--- src/rtl/multi_frequency_analyzer.sv ---
// rtl/multi_frequency_analyzer.sv - half-period tone analyser with per-bin accumulators
// Optional input glitch filter: define MFA_GLITCH_FILTER_EN.
module multi_frequency_analyzer #(
  parameter int N_BINS       = 2,
  parameter int PERIOD_WIDTH = 16,
  parameter int ACC_WIDTH    = 32,
  parameter int HIT_WIDTH    = 16,
  parameter int FILTER_DEPTH = 4,
  localparam int BIN_W       = (N_BINS > 1) ? $clog2(N_BINS) : 1
) (
  input  logic                           clock,
  input  logic                           clear,
  input  logic                           enable,
  input  logic                           sample_data,
  input  logic                           acc_clear,
  input  logic [N_BINS*PERIOD_WIDTH-1:0] bin_low,
  input  logic [N_BINS*PERIOD_WIDTH-1:0] bin_high,
  output logic [N_BINS*ACC_WIDTH-1:0]    bin_ticks,
  output logic [N_BINS*HIT_WIDTH-1:0]    bin_hits,
  output logic [HIT_WIDTH-1:0]           miss_count,
  output logic                           result_valid,
  output logic                           result_hit,
  output logic [BIN_W-1:0]               result_bin,
  output logic [PERIOD_WIDTH-1:0]        result_interval
);

  localparam int SUM_W = ((ACC_WIDTH > PERIOD_WIDTH) ? ACC_WIDTH : PERIOD_WIDTH) + 1;
  localparam logic [PERIOD_WIDTH-1:0] CNT_MAX = '1;
  localparam logic [ACC_WIDTH-1:0]    ACC_MAX = '1;
  localparam logic [HIT_WIDTH-1:0]    HIT_MAX = '1;

  if (N_BINS < 1 || N_BINS > 16 || FILTER_DEPTH < 1) begin : g_bad_params
    $error("multi_frequency_analyzer: N_BINS must be 1..16 and FILTER_DEPTH >= 1");
  end

  typedef enum logic {IDLE, MEASURE} state_t;

  logic sync1_q, sync2_q, s_q, s_prev_q, edge_det;

  always_ff @(posedge clock or negedge clear) begin
    if (!clear) begin
      sync1_q  <= 1'b0;
      sync2_q  <= 1'b0;
      s_prev_q <= 1'b0;
    end else begin
      sync1_q  <= sample_data;
      sync2_q  <= sync1_q;
      s_prev_q <= s_q;
    end
  end

`ifdef MFA_GLITCH_FILTER_EN
  // s_q only follows once the last FILTER_DEPTH synchronised samples all agree
  logic [FILTER_DEPTH-1:0] hist_q;

  always_ff @(posedge clock or negedge clear) begin
    if (!clear) begin
      hist_q <= '0;
      s_q    <= 1'b0;
    end else begin
      hist_q <= (hist_q << 1) | FILTER_DEPTH'(sync2_q);
      if (&hist_q) begin
        s_q <= 1'b1;
      end else if (~|hist_q) begin
        s_q <= 1'b0;
      end
    end
  end
`else
  always_ff @(posedge clock or negedge clear) begin
    if (!clear) begin
      s_q <= 1'b0;
    end else begin
      s_q <= sync2_q;
    end
  end
`endif

  assign edge_det = s_q ^ s_prev_q;

  state_t                  state_q, state_d;
  logic [PERIOD_WIDTH-1:0] period_cnt_q, period_cnt_d;
  logic                    meas_done, timeout;

  always_ff @(posedge clock or negedge clear) begin
    if (!clear) begin
      state_q      <= IDLE;
      period_cnt_q <= '0;
    end else begin
      state_q      <= state_d;
      period_cnt_q <= period_cnt_d;
    end
  end

  always_comb begin
    state_d      = state_q;
    period_cnt_d = period_cnt_q;
    meas_done    = 1'b0;
    timeout      = 1'b0;
    case (state_q)
      IDLE: begin
        if (enable && edge_det) begin
          period_cnt_d = PERIOD_WIDTH'(1);
          state_d      = MEASURE;
        end
      end
      MEASURE: begin
        if (!enable) begin
          state_d = IDLE;
        end else if (edge_det) begin
          meas_done    = 1'b1;
          period_cnt_d = PERIOD_WIDTH'(1);
        end else if (period_cnt_q == CNT_MAX) begin
          timeout = 1'b1;
          state_d = IDLE;
        end else begin
          period_cnt_d = period_cnt_q + PERIOD_WIDTH'(1);
        end
      end
      default: state_d = IDLE;
    endcase
  end

  // Lowest-index window containing the interval wins; sel is one-hot or zero
  logic             match_hit;
  logic [BIN_W-1:0] match_bin;
  logic [N_BINS-1:0] sel;

  always_comb begin
    match_hit = 1'b0;
    match_bin = '0;
    sel       = '0;
    for (int i = 0; i < N_BINS; i++) begin
      if (!match_hit &&
          bin_low[i*PERIOD_WIDTH +: PERIOD_WIDTH] <= period_cnt_q &&
          period_cnt_q <= bin_high[i*PERIOD_WIDTH +: PERIOD_WIDTH]) begin
        match_hit = 1'b1;
        match_bin = BIN_W'(i);
        sel[i]    = 1'b1;
      end
    end
  end

  for (genvar g = 0; g < N_BINS; g++) begin : g_bin
    logic [ACC_WIDTH-1:0] ticks_q;
    logic [HIT_WIDTH-1:0] hits_q;
    logic [SUM_W-1:0]     sum;

    assign sum = SUM_W'(ticks_q) + SUM_W'(period_cnt_q);

    always_ff @(posedge clock or negedge clear) begin
      if (!clear) begin
        ticks_q <= '0;
        hits_q  <= '0;
      end else if (acc_clear) begin
        ticks_q <= '0;
        hits_q  <= '0;
      end else if (meas_done && sel[g]) begin
        ticks_q <= (sum > SUM_W'(ACC_MAX)) ? ACC_MAX : sum[ACC_WIDTH-1:0];
        if (hits_q != HIT_MAX) begin
          hits_q <= hits_q + HIT_WIDTH'(1);
        end
      end
    end

    assign bin_ticks[g*ACC_WIDTH +: ACC_WIDTH] = ticks_q;
    assign bin_hits[g*HIT_WIDTH +: HIT_WIDTH]  = hits_q;
  end

  logic [HIT_WIDTH-1:0]    miss_q;
  logic                    result_valid_q, result_hit_q;
  logic [BIN_W-1:0]        result_bin_q;
  logic [PERIOD_WIDTH-1:0] result_interval_q;

  always_ff @(posedge clock or negedge clear) begin
    if (!clear) begin
      miss_q            <= '0;
      result_valid_q    <= 1'b0;
      result_hit_q      <= 1'b0;
      result_bin_q      <= '0;
      result_interval_q <= '0;
    end else begin
      result_valid_q <= meas_done | timeout;
      if (meas_done) begin
        result_hit_q      <= match_hit;
        result_bin_q      <= match_bin;
        result_interval_q <= period_cnt_q;
      end else if (timeout) begin
        result_hit_q      <= 1'b0;
        result_bin_q      <= '0;
        result_interval_q <= CNT_MAX;
      end
      if (acc_clear) begin
        miss_q <= '0;
      end else if (((meas_done && !match_hit) || timeout) && miss_q != HIT_MAX) begin
        miss_q <= miss_q + HIT_WIDTH'(1);
      end
    end
  end

  assign miss_count      = miss_q;
  assign result_valid    = result_valid_q;
  assign result_hit      = result_hit_q;
  assign result_bin      = result_bin_q;
  assign result_interval = result_interval_q;

endmodule

--- config.mk ---
export PLATFORM = sky130hd
export DESIGN_NAME = multi_frequency_analyzer
export DESIGN_NICKNAME = d
export VERILOG_FILES = /design/src/rtl/multi_frequency_analyzer.sv
export SDC_FILE = /design/constraint.sdc
export NUM_CORES = 1
export LEC_CHECK = 0
export ABC_AREA = 1
export BUFFER_PORTS_ARGS = -buffer_cell sky130_fd_sc_hd__buf_2
export CORE_MARGIN = 1.5
export CORE_UTILIZATION = 50
export CTS_CLUSTER_SIZE = 25
export DETAILED_ROUTE_END_ITERATION = 7
export MAX_ROUTING_LAYER = met4
export PLACE_DENSITY = 0.68
export SYNTH_ARGS = -nofsm -noshare
export SYNTH_HDL_FRONTEND = slang
export SYNTH_SLANG_ARGS = --single-unit
--- constraint.sdc ---
create_clock -name clock -period 3.15 [get_ports clock]
set_input_delay 0.1575 -clock clock [delete_from_list [all_inputs] [get_ports clock]]
set_output_delay 0.1575 -clock clock [all_outputs]
set_load 0.02 [all_outputs]
* After elaboration in Yosys (flattened, before gate mapping) *
Index checks and enable logic that the tools add are counted.
W data, S select, Z words.

storage, ports and cells
  bits in registers = 152
  output and inout bits = 131
  input bits = 69

operators by class
  $add $sub $neg = 6
  $lt $le $gt $ge = 6
  reduce and logical (&&, ||, !) cells = 20
  bitwise operators = 3
  equal/unequal tests = 7
  mux-type cells = 39

operators by type and width
  kind                     count
  $mux W16                 14
  $mux W32                 6
  $add A32 B16 Y33         2
  $gt A33 B32 Y1 const B   2
  $add A16 B1 Y16 const B  4
  $le A16 B16 Y1           4
  $ne A16 B16 Y1 const B   3
  $pmux W16 S2             1
  $mux W1                  17
  $eq A16 B16 Y1 const B   1
  $reduce_bool A2 Y1       6
  $logic_and A1 B1 Y1      8
  $ne A2 B2 Y1 const B     2
  $reduce_and A2 Y1        2
  $ne A3 B3 Y1 const B     1
  $reduce_and A3 Y1        1
  $logic_not A1 Y1         2
  $pmux W1 S2              1
  $logic_or A1 B1 Y1       1
  $not A1 Y1               1
  $or A1 B1 Y1             1
  $xor A1 B1 Y1            1

* Logic depth before layout (Yosys ltp) *
Gate-level depths: netlist of the first run.

  depth in word-level cells = 13
  depth in mapped cells = 19
  depth with buffers taken out = 18

* Least setup slack after synthesis of the first run *
Ideal clock, no wire load.

  kind = register to register
  start = register g_bin[1].ticks_q[0]
  end = register g_bin[1].ticks_q[27]
  buffers on the path = 2
  data required time = 3.085 ns
  stages on the path, launching flop included = 16
  setup slack = 0.722 ns
  data arrival time = 2.363 ns
  cell sequence = dfrtp_1 > ha_1 > inv_1 > fa_1 > or2_1 > a21oi_2 > nand2_1 > nand2_1 > nand3_1 > nand2_2 > nand3_2 > buf_6 > buf_6 > nand2_1 > nand2_1 > nand2_1

on the way
  longest elaborated chain between the ends = 5

RTL lines
  what                      line  source
  start: declaration        145   logic [ACC_WIDTH-1:0] ticks_q;
  start signal: assignment  159   ticks_q <= (sum > SUM_W'(ACC_MAX)) ? ACC_MAX : sum[ACC_WIDTH-1:0];
  $add A32 B16 Y33 *        149   assign sum = SUM_W'(ticks_q) + SUM_W'(period_cnt_q);
  $gt A33 B32 Y1            159
  $mux W32 *                159
  $mux W32 *                158   end else if (meas_done && sel[g]) begin
  $mux W32 *                155   end else if (acc_clear) begin

Mark *: on every way between the ends. The rest lies on a longest branch, timed or not. The select of a mux whose other input is x is not followed.
A chain may end at the register's enable or synchronous reset.

* Final worst setup path of the first run *
  start = register period_cnt_q[0]
  end = register g_bin[0].ticks_q[21]

on the way
  longest elaborated chain between the ends = 5
  elaborated cells between the ends (all ways) = 11
  those cells by class = add/sub: 1; order compare: 3; mux: 4; reduce/logical: 3

RTL lines
  what                                                          line      source
  start: declaration                                            82        logic [PERIOD_WIDTH-1:0] period_cnt_q, period_cnt_d;
  start signal: assignment                                      91        period_cnt_q <= period_cnt_d;
  $add A32 B16 Y33 (tied with other cells)                      149
  $gt A33 B32 Y1 / $logic_and A1 B1 Y1 (equally long branches)  159, 135
  $mux W32 / $mux W1 (equally long branches)                    159, 134
  $mux W32 / $logic_and A1 B1 Y1 (equally long branches)        158
  $mux W32 / $reduce_bool A2 Y1 (equally long branches)         n/a
  end signal: assignment                                        159
  end: declaration                                              145

Several ways; a longest one is shown, not always the timed one. The select of a mux whose other input is x is not followed.

==> impl_results.md, run 1 <==
- Asr flop ratio synth: 100.0%
- Switching Fraction: 28.72%
- Core Util, Final: 59.98%
- H-tree levels: 4
- Number of iterations in the first detailed-routing pass: 7
- Synthesized net count: 1938
- Sequential power share: 43.6%
- Setup violation total in the final timing report: 0
- Internal power contribution: 3.379 mW
- GPL Wtd Cong: 0.9706
- Netlist area before placement: 12130 um2
- Global-route track usage on met1: 39.78%
- Number of port buffers: 199
- Post-DR vias/cell: 5.274
- Die ar.: 25200 um2
- Cell-by-cell listing of the critical path: buf_4, ha_1, inv_1, fa_1, o21ai_1, nand2_1, nand2_1, nand3_1, nand2_1, nand3_2, buf_4, nand3_1, nand2_1, o21ai_1
- Layout Skew: 0.01068 ns
- Fraction of layout cells with a size suffix above 1: 15.82%
- Post-Layout Inst Area: 14160 um2
- Post-synth cell types: 44
- Sequential-to-total area share from yosys stat: 31.37%
- Leakage dissipation: 7.894 nW
- Type of the worst setup path: reg -> reg
- Kind of launch point of the worst setup path: flip-flop
- Final Cycle Share: 90.09%
- Initial antenna violation count: 9
- Max-slew violation total from the final report: 0
- Layer with the highest usage after global routing: met2
- Origin of the worst min-delay path: enable
- Number of gates resized after cts: 0
- Top flip-flop cell by instance count after synthesis: dfrtp_1
- Power spent charging and discharging nets: 1.361 mW
- First-pass GRT wire length: 60130 um
- Worst supply voltage drop on vdd: 0.2826 mV
- Time the final worst path needs with I/O delays and setup: 2.838 ns
- Count of antenna-violating nets left after detailed routing: 0
- Maximum operating frequency: 352.4 MHz
- NumNets Final: 2149
- Total power per unit cell area: 334.7 nW/um2
- Core Region: 23610 um2
- Total Routing Usage GR: 30.24%
- Final-report hold violation count: 0
- FP Rows: 56
- Via count of the first global-routing pass: 11630
- Average instance area after synthesis: 6.863 um2
- Maximum fanout along the worst path: 16
- Result of the run: finished, final reports clean
- Post-detailed-placement cell area: 13560 um2
- Worst-case headroom to the max-slew limit: 48.42%
- Critical Path RT: 3.51 ns
- Proportion of power drawn by combinational gates: 12.8%
- Routed wire length: 36410 um
- Max Root-Sink Buffers: 2
- Element type at the critical path end: flip-flop
- Clock Sinks: 152
- Start point of the critical path: period_cnt_q[0]
- Overflow left after global routing: 0
- GR Layer Usage met2: 46.75%
- Setup tns final: 0 ns
- Worst hold slack: 0.1370 ns
- Maximum number of pins on one net before global-route repair: 80
- Global-route met3 utilization: 6.688%
- Number of design rule violations left after detail routing: 0
- Worst EP arrival: 3.19 ns
- IO Pins: 200
- Commonest non-fill, non-tap cell in the layout: nand2_1
- Worst skew pair latency: 0.44 ns
- Dominant cell type by count on the critical path: nand2_1
- Highest-count cells in the layout ignoring fill and taps: nand2_1 (595), buf_2 (198), inv_1 (194)
- Clock transition at the registers of the reported paths: 0.06 ns
- Unrepaired setup endpoints after global routing: false
- Number of cells produced by synthesis: 1767
- Clock root buffer: clkbuf_16
- Effective utilization at floorplan: 51.36%
- Slew at the pin closest to its max-slew limit: 0.7737 ns
- Detailed placement HPWL: 27720 um
- Worst min path class: in -> reg
- Proportion of power drawn by the clock network: 43.7%
- Vias after detailed routing: 12230
- Delay of the slowest cell on the worst path: 0.39 ns
- Clock tree from TritonCTS: done
- Maximum capacitance violations: 0
- Synthesis warning total: 0
- Chip width: 158.7 um
- Total CTS buffers: 17
- Synthesis-to-finish area growth: 16.79%
- Number of flip-flops and latches in the synthesized netlist: 152
- Startpoint of the lowest-slack register-to-register path: period_cnt_q[0]
- Bufs and invs on worst path: 3
- Worst path slowest cell: fa_1
- Vertical extent of the die: 158.7 um
- Dominant delay contributor by cell family on the critical path: simple AND/OR/NAND/NOR gates
- Drt initial violations: 980
- Routed length per instance: 15.70 um
- Post-synth EDFFs: 0
==> cell families (layout without fill, tap and decap cells) <==
kind of cell    count (synthesis)  after routing  synth area share, %
xor+xnor                       73             73                5.272
buf+inv                       243            467                8.079
other cells                     0              9                    0
simple gates                 1033           1033                37.53
fa+ha+maj                     102            102                10.65
compound gates                164            164                7.109
flops                         152            152                31.37
==> path summary, 6_finish.rpt <==
kind,endpoint,slack [ns],cells past startpoint
max reg2reg,g_bin[0].ticks_q[21],0.31,14
min in group asynchronous,g_bin[1].ticks_q[15],0.32,2
max in group asynchronous,s_prev_q,1.82,3
min,state_q,0.14,3
max,g_bin[0].ticks_q[21],0.31,14
min reg2reg,s_q,0.35,0
==> cells in the mapped netlist, types with 5 or more instances <==
| cell | count | area, um2 |
|---|---|---|
| nand2_1 | 595 | 2233 |
| inv_1 | 195 | 732.0 |
| dfrtp_1 | 152 | 3804 |
| nor2_1 | 141 | 529.3 |
| nand3_1 | 138 | 690.7 |
| ha_1 | 100 | 1251 |
| a21oi_1 | 77 | 385.4 |
| nand4_1 | 67 | 419.2 |
| o21ai_0 | 61 | 305.3 |
| xor2_1 | 46 | 402.9 |
| nor3_1 | 30 | 150.1 |
| xnor2_1 | 27 | 236.5 |
| buf_2 | 19 | 95.09 |
| or2_2 | 15 | 93.84 |
| nand3_2 | 13 | 130.1 |
| clkbuf_1 | 12 | 45.04 |
| nor4_1 | 11 | 68.82 |
| o21ai_1 | 10 | 50.05 |
| a21o_1 | 8 | 60.06 |
| inv_2 | 5 | 18.77 |
| nand2_2 | 5 | 31.28 |
==> per-layer routing <==
layer,part of all wire [%],wire [um]
met1,46,16700
met2,45,16390
met3,7.0,2561
met4,2.1,764
met5,0,0
==> what timing repair did <==
item / 4_1_cts / 5_1_grt
setup endpoints to repair: 0 / 0
hold buffers: 2 / 0
buffers inserted: 0 / 0
endpoints found under the hold margin: 77 / 0
==> metrics by stage <==
stage	setup WS [ns]	total power, mW	std cells
finish	0.3122	4.740	2319
global route	0.05914	4.928	2319
CTS	0.2964	4.769	2310
detailed placement	0.3103	2.706	2276
global placement	0.3384	2.689	2276
floorplan	0.7215	2.441	1767
==> flip-flops by register name, summed over array words and instances (netlist names) <==
signal,cells
g_bin.hits_q,32
g_bin.ticks_q,64
miss_count,16
period_cnt_q,16
result_bin,1
result_hit,1
result_interval,16
result_valid,1
s_prev_q,1
s_q,1
state_q,1
sync1_q,1
sync2_q,1
==> layout make-up <==
type | instances | area (um2)
fill | 2332 | 9450
timing repair buffer | 234 | 1270
clock buffer | 19 | 432.9
clock inverter | 13 | 131.4
sequential | 152 | 3804
antenna | 9 | 22.52
multi-input combinational | 1372 | 7346
inverter | 201 | 757.0
tap | 319 | 399.1
==> power groups by stage <==
stage | Clock (mW) | Combinational (mW) | Sequential, mW
after floorplan | 0 | 0.263 | 2.18
after global placement | 0 | 0.592 | 2.10
after detailed placement | 0 | 0.604 | 2.10
after CTS | 2.10 | 0.608 | 2.07
after global routing | 2.18 | 0.677 | 2.07
final | 2.07 | 0.605 | 2.06
==> worst reg2reg max path: cells and delay by family, from the launching register on <==
kind                     cells  cell delay [ns]
flip-flops                   1             0.36
AND/OR/NAND/NOR              7             0.91
buffers and inverters        3             0.57
adder cells (fa/ha/maj)      2             0.58
AO/OA/AOI/OAI                2             0.36
Note: power is estimated with default switching activity, not from simulation.
==> inputs of run 2 (changes only) <==
--- a/config.mk
+++ b/config.mk
@@ -12,7 +12,8 @@
 export CTS_CLUSTER_SIZE = 25
 export DETAILED_ROUTE_END_ITERATION = 7
 export MAX_ROUTING_LAYER = met4
-export PLACE_DENSITY = 0.68
+export PLACE_DENSITY_LB_ADDON = 0.12
 export SYNTH_ARGS = -nofsm -noshare
 export SYNTH_HDL_FRONTEND = slang
 export SYNTH_SLANG_ARGS = --single-unit
+export TNS_END_PERCENT = 1
==> constraint.sdc (replaced) <==
create_clock -name clock -period 3.5 [get_ports clock]
set_input_delay 0.175 -clock clock [delete_from_list [all_inputs] [get_ports clock]]
set_output_delay 0.175 -clock clock [all_outputs]
set_load 0.02 [all_outputs]
==> run 2 against run 1 <==
Effect of this change:
- fmax down 5.9%
- highest routed layer unchanged
- worst hold slack better by 0.034 ns
- largest cell class unchanged
- first-iteration DRC count fell by 6.7%
==> impl_results.md, run 2 (same netlist as run 1, synthesis figures left out) <==
- Result of the run: finished, final reports clean
- Element type at the critical path end: flip-flop
- Total power per unit cell area: 312.5 nW/um2 (-6.6%)
- First-pass GRT wire length: 58190 um (-3.2%)
- Core Region: 23610 um2 (unchanged)
- Internal power contribution: 3.213 mW (-4.9%)
- Critical Path RT: 3.81 ns (+0.30 ns)
- Chip width: 158.7 um (unchanged)
- Total CTS buffers: 17 (unchanged)
- Worst supply voltage drop on vdd: 0.2678 mV (-5.2%)
- Max-slew violation total from the final report: 0 (unchanged)
- Fraction of layout cells with a size suffix above 1: 15.45% (-0.37 points)
- Number of flip-flops under the largest register name: 64 (unchanged)
- Type of the worst setup path: reg -> reg
- Setup violation total in the final timing report: 0 (unchanged)
- Max Root-Sink Buffers: 2 (unchanged)
- Total area of multi-input combinational cells: 7346 um2 (unchanged)
- Sequential power share: 42.1% (-1.5 points)
- Sequential cell area: 3804 um2 (unchanged)
- NumNets Final: 2139 (-0.47%)
- Detailed placement HPWL: 26450 um (-4.6%)
- H-tree levels: 4 (unchanged)
- Total Routing Usage GR: 29.36% (-0.88 points)
- Proportion of power drawn by combinational gates: 11.7% (-1.1 points)
- Effective utilization at floorplan: 51.36% (unchanged)
- Worst min path class: in -> reg
- GPL Wtd Cong: 0.9268 (-4.5%)
- Maximum fanout along the worst path: 21 (+5)
- Proportion of power drawn by the clock network: 46.1% (+2.4 points)
- Worst hold slack: 0.1708 ns (+0.03379 ns)
- Clock tree from TritonCTS: done
- Final Cycle Share: 86.19% (-3.9 points)
- FILL cells: 2283 (-2.1%)
- Worst skew pair latency: 0.44 ns (about the same)
- Number of cells on the worst reg-to-reg path: 12 (-2)
- FP Rows: 56 (unchanged)
- Time the final worst path needs with I/O delays and setup: 3.017 ns (+0.1790 ns)
- Clock root buffer: clkbuf_16
- Maximum capacitance violations: 0 (unchanged)
- Worst-case headroom to the max-slew limit: 29.06% (-19 points)
- Worst slack, placed: 0.5574 ns (+0.2471 ns)
- Most flops, register: g_bin.ticks_q
- Layout Skew: 0.01194 ns (+0.001266 ns)
- Number of iterations in the first detailed-routing pass: 6 (-1)
- Post-Layout Inst Area: 14160 um2 (about the same)
- Worst-case setup margin in the final layout: 0.4832 ns (+0.1710 ns)
- Kind of launch point of the worst setup path: flip-flop
- Initial antenna violation count: 8 (-1)
- Die ar.: 25200 um2 (unchanged)
- Final-report hold violation count: 0 (unchanged)
- Number of port buffers: 199 (unchanged)
- Synthesis-to-finish area growth: 16.81% (about the same)
- Number of design rule violations left after detail routing: 0 (unchanged)
- IO Pins: 200 (unchanged)
- Post-detailed-placement cell area: 13490 um2 (-0.46%)
- Commonest non-fill, non-tap cell in the layout: nand2_1
- Vertical extent of the die: 158.7 um (unchanged)
- Worst Hold Path Cells: 4 (+1)
- Routed length per instance: 15.28 um (-2.7%)
- Switching Fraction: 27.42% (-1.3 points)
- Drt initial violations: 914 (-6.7%)
- Biggest registers after layout: g_bin.ticks_q x64, g_bin.hits_q x32
- Via count of the first global-routing pass: 11560 (-0.61%)
- Slew at the pin closest to its max-slew limit: 1.060 ns (+0.2865 ns)
- Highest-count cells in the layout ignoring fill and taps: nand2_1 (595), buf_2 (198), inv_1 (194)
- Setup tns final: 0 ns (unchanged)
- Worst EP arrival: 3.33 ns (+0.14 ns)
- Clock Sinks: 152 (unchanged)
- Leakage dissipation: 7.873 nW (-0.26%)
- Power spent charging and discharging nets: 1.214 mW (-11%)
- Post-DR vias/cell: 5.266 (-0.16%)
- Vias after detailed routing: 12150 (-0.63%)
- Unrepaired setup endpoints after global routing: false
- Maximum number of pins on one net before global-route repair: 96 (+20%)
- Overflow left after global routing: 0 (unchanged)
- Routed wire length: 35260 um (-3.2%)
- Maximum operating frequency: 331.5 MHz (-5.9%)
- Clock transition at the registers of the reported paths: 0.07 ns (about the same)
- Count of antenna-violating nets left after detailed routing: 0 (unchanged)
[run 2: per-layer routing]
layer / track usage (%) / vias to the layer above / routed length (um)
li1: - / 6166 / -
met1: 37.48 / 5549 / 15820
met2: 46.29 / 375 / 16150
met3: 5.956 / 63 / 2289
met4: 10.22 / 0 / 994
met5: - / - / 0
[run 2: layout make-up]
| type | instances | area share [%] |
|---|---|---|
| inverters | 201 | 5.344 |
| clock buffers | 19 | 3.127 |
| repair buffers | 224 | 8.524 |
| flip-flops and latches | 152 | 26.85 |
| diodes | 8 | 0.1413 |
| well taps | 319 | 2.818 |
| multi-input cells | 1372 | 51.86 |
| clock inverters | 13 | 1.334 |
[run 2: critical path, cell delays in order (launching register included)]
cell	delay, ns
dfrtp_1	0.45
buf_4	0.18
ha_1	0.24
nand2_1	0.16
nor3_4	0.07
nand2_2	0.10
nor2_4	0.06
a21oi_1	0.18
nor2_1	0.06
nor2_1	0.80
inv_1	0.38
nand2_1	0.15
o21ai_0	0.08
[run 2: power by group through the flow]
stage | Sequential, mW | Combinational (mW) | Clock (mW)
finish | 1.86 | 0.519 | 2.04
global placement | 1.90 | 0.511 | 0
global route | 1.87 | 0.584 | 2.14
floorplan | 1.96 | 0.237 | 0
detailed placement | 1.90 | 0.519 | 0
CTS | 1.86 | 0.525 | 2.07
[run 2: what timing repair did]
action,CTS,global route
resized for setup,0,0
setup buffers,0,0
hold buffers,2,0
hold endpoints to repair,94,0
[run 2: path summary, 6_finish.rpt]
path,from,endpoint,slack [ns]
worst min-delay path,enable,period_cnt_q[2],0.17
worst max register to register,period_cnt_q[0],period_cnt_q[4],0.48
min in group asynchronous,clear,g_bin[1].ticks_q[19],0.40
max in group asynchronous,clear,g_bin[1].ticks_q[31],2.30
worst min register to register,sync1_q,sync2_q,0.35
worst max-delay path,period_cnt_q[0],period_cnt_q[4],0.48
[run 2: through the flow]
| step | total power, mW | std cells | util [%] |
|---|---|---|---|
| detailed placement | 2.418 | 2266 | 57.14 |
| global route | 4.598 | 2308 | 59.99 |
| global placement | 2.407 | 2266 | 57.14 |
| CTS | 4.463 | 2300 | 59.90 |
| finish | 4.426 | 2308 | 59.99 |
| floorplan | 2.197 | 1767 | - |
==> inputs of run 3 (changes only) <==
--- a/config.mk
+++ b/config.mk
@@ -6,11 +6,11 @@
 export NUM_CORES = 1
 export LEC_CHECK = 0
 export ABC_AREA = 1
-export BUFFER_PORTS_ARGS = -buffer_cell sky130_fd_sc_hd__buf_2
 export CORE_MARGIN = 1.5
 export CORE_UTILIZATION = 50
 export CTS_CLUSTER_SIZE = 25
 export DETAILED_ROUTE_END_ITERATION = 7
+export DONT_BUFFER_PORTS = 1
 export MAX_ROUTING_LAYER = met4
 export PLACE_DENSITY_LB_ADDON = 0.12
 export SYNTH_ARGS = -nofsm -noshare
==> run 3 against run 2 <==
Effect of this change:
- clock skew rose by 0.0027 ns
- critical path type unchanged
- wire length shrank 3.6%
- worst hold slack got worse by 0.73 ns
- clock power decreased by 8%
- setup slack gained 0.074 ns
- die area stayed put
- count of clock-buffer cells in the layout shrank 1
- the run now ends with hold timing left
- power down 7.0%
==> impl_results.md, run 3 (same netlist as run 1, synthesis figures left out) <==
- Maximum operating frequency: 339.8 MHz (+2.5%)
- Final Cycle Share: 84.09% (-2.1 points)
- Unrepaired setup endpoints after global routing: false
- Biggest registers after layout: g_bin.ticks_q x64, g_bin.hits_q x32
- Number of flip-flops under the largest register name: 64 (unchanged)
- Worst-case headroom to the max-slew limit: 45.47% (+16 points)
- Worst min path class: in -> async
- Detailed placement HPWL: 25350 um (-4.2%)
- Overflow left after global routing: 0 (unchanged)
- IO Pins: 200 (unchanged)
- Effective utilization at floorplan: 51.36% (unchanged)
- Max-slew violation total from the final report: 0 (unchanged)
- Synthesis-to-finish area growth: 7.882%
- Total power draw: 4.117 mW (-7.0%)
- GR Layer Usage met2: 44.18% (-2.1 points)
- Violated checks: hold timing
- Vias after detailed routing: 11250 (-7.4%)
- Highest-count cells in the layout ignoring fill and taps: nand2_1 (595), inv_1 (194), dfrtp_1 (152)
- Initial antenna violation count: 3 (-5)
- Type of the worst setup path: reg -> reg
- Die ar.: 25200 um2 (unchanged)
- GPL Wtd Cong: 0.9213 (-0.59%)
- Fraction of layout cells with a size suffix above 1: 5.955% (-9.5 points)
- Element type at the critical path end: flip-flop
- Setup violation total in the final timing report: 0 (unchanged)
- Total CTS buffers: 17 (unchanged)
- Layer with the highest usage after global routing: met2
- Core Util, Final: 55.40% (-4.6 points)
- Global-route met3 utilization: 7.602% (+1.6 points)
- Via count of the first global-routing pass: 10640 (-8.0%)
- Max Root-Sink Buffers: 2 (unchanged)
- Critical Path RT: 3.87 ns (+0.06 ns)
- Worst supply voltage drop on vdd: 0.2330 mV (-13%)
- Routed length per instance: 16.17 um (+5.8%)
- Chip width: 158.7 um (unchanged)
- FP Rows: 56 (unchanged)
- Time the final worst path needs with I/O delays and setup: 2.943 ns (-0.07362 ns)
- Worst skew pair latency: 0.43 ns (about the same)
- Clock Sinks: 152 (unchanged)
- Maximum capacitance violations: 0 (unchanged)
- H-tree levels: 4 (unchanged)
- Slew at the pin closest to its max-slew limit: 0.8179 ns (-0.2423 ns)
- Maximum fanout along the worst path: 16 (-24%)
- Number of port buffers: 0 (-100%)
- Number of iterations in the first detailed-routing pass: 5 (-1)
- Maximum number of pins on one net before global-route repair: 153 (+59%)
- NumNets Final: 1939 (-9.4%)
- Result of the run: finished with violations
- Worst slack, placed: 0.5609 ns (+0.003536 ns)
- Global-route track usage on met1: 35.27% (-2.2 points)
- Clock tree from TritonCTS: done
- Vertical extent of the die: 158.7 um (unchanged)
- Layout Skew: 0.01464 ns (+0.002699 ns)
- Commonest non-fill, non-tap cell in the layout: nand2_1
- Post-Layout Inst Area: 13080 um2 (-7.6%)
- Hold bufs inserted after CTS: 2 (unchanged)
- FILL cells: 2334 (+2.2%)
- Core Region: 23610 um2 (unchanged)
- Setup tns final: 0 ns (unchanged)
- Post-detailed-placement cell area: 12470 um2 (-7.6%)
- First-pass GRT wire length: 55500 um (-4.6%)
- Final-report hold violation count: 152 (+152)
- Total Routing Usage GR: 28.14% (-1.2 points)
- Most flops, register: g_bin.ticks_q
- Post-DR vias/cell: 5.353 (+1.7%)
- Drt initial violations: 765 (-16%)
- Number of design rule violations left after detail routing: 0 (unchanged)
- Total power per unit cell area: 314.7 nW/um2 (+0.72%)
- Count of antenna-violating nets left after detailed routing: 0 (unchanged)
- Clock root buffer: clkbuf_16
- Worst EP arrival: 3.31 ns (-0.02 ns)
- Clock transition at the registers of the reported paths: 0.07 ns (about the same)
- Routed wire length: 33980 um (-3.6%)
- Kind of launch point of the worst setup path: flip-flop
- Leakage dissipation: 6.866 nW (-13%)
- Worst hold slack: -0.5579 ns (-0.7287 ns)
- Worst-case setup margin in the final layout: 0.5568 ns (+0.07362 ns)
run 3: per-stage QoR:
stage	hold WS (ns)	cells
6_report	-0.5579	2102
5_1_grt	-0.5769	2102
4_1_cts	-0.5748	2099
3_5_place_dp	-0.1169	2066
3_3_place_gp	-0.1170	2066
2_1_floorplan	-0.1206	1767
run 3: area by class of cell:
type / instances / area [um2] / share of cell area, %
clock inverters: 13 / 145.1 / 1.109
flip-flops and latches: 152 / 3804 / 29.07
multi-input cells: 1372 / 7346 / 56.15
repair buffers: 24 / 185.2 / 1.415
inverters: 201 / 757.0 / 5.786
diodes: 3 / 7.507 / 0.05738
clock buffers: 18 / 439.2 / 3.357
well taps: 319 / 399.1 / 3.051
run 3: timing repair:
action	CTS	global route
resized for setup	0	0
setup buffers	0	0
endpoints found under the hold margin	163	152
run 3: path summary, 6_finish.rpt:
| path | startpoint | endpoint | slack [ns] | depth (start not counted) |
|---|---|---|---|---|
| min in group clock | acc_clear | g_bin[0].ticks_q[1] | 0.03 | 3 |
| hold reg to reg | sync2_q | s_q | 0.35 | 0 |
| max in group asynchronous | clear | miss_count[2] | 3.83 | 0 |
| hold / removal | clear | g_bin[1].ticks_q[19] | -0.56 | 0 |
| setup reg to reg | period_cnt_q[1] | g_bin[1].ticks_q[14] | 0.56 | 13 |
| setup / recovery | period_cnt_q[1] | g_bin[1].ticks_q[14] | 0.56 | 13 |
run 3: routing by layer:
layer	share of wire [%]	up-vias
met5	0	-
met3	7.6	45
met1	45	5097
li1	-	5758
met4	2.5	0
met2	45	353
run 3: worst max-delay path, cell delays in order, from the launching register on:
cell	delay (ns)
dfrtp_1	0.51
inv_1	0.26
fa_1	0.47
or2_1	0.27
a21oi_2	0.20
nand2_1	0.07
nand2_1	0.14
nand3_1	0.12
nand2_2	0.18
nand3_2	0.09
buf_4	0.22
o21ai_0	0.16
nand2_1	0.09
nand2_1	0.07
run 3: report_power, final:
part,switching (mW),total (mW),internal (mW)
clock,0.800,1.87,1.07
combinational,0.193,0.294,0.102
sequential,0.132,1.95,1.82
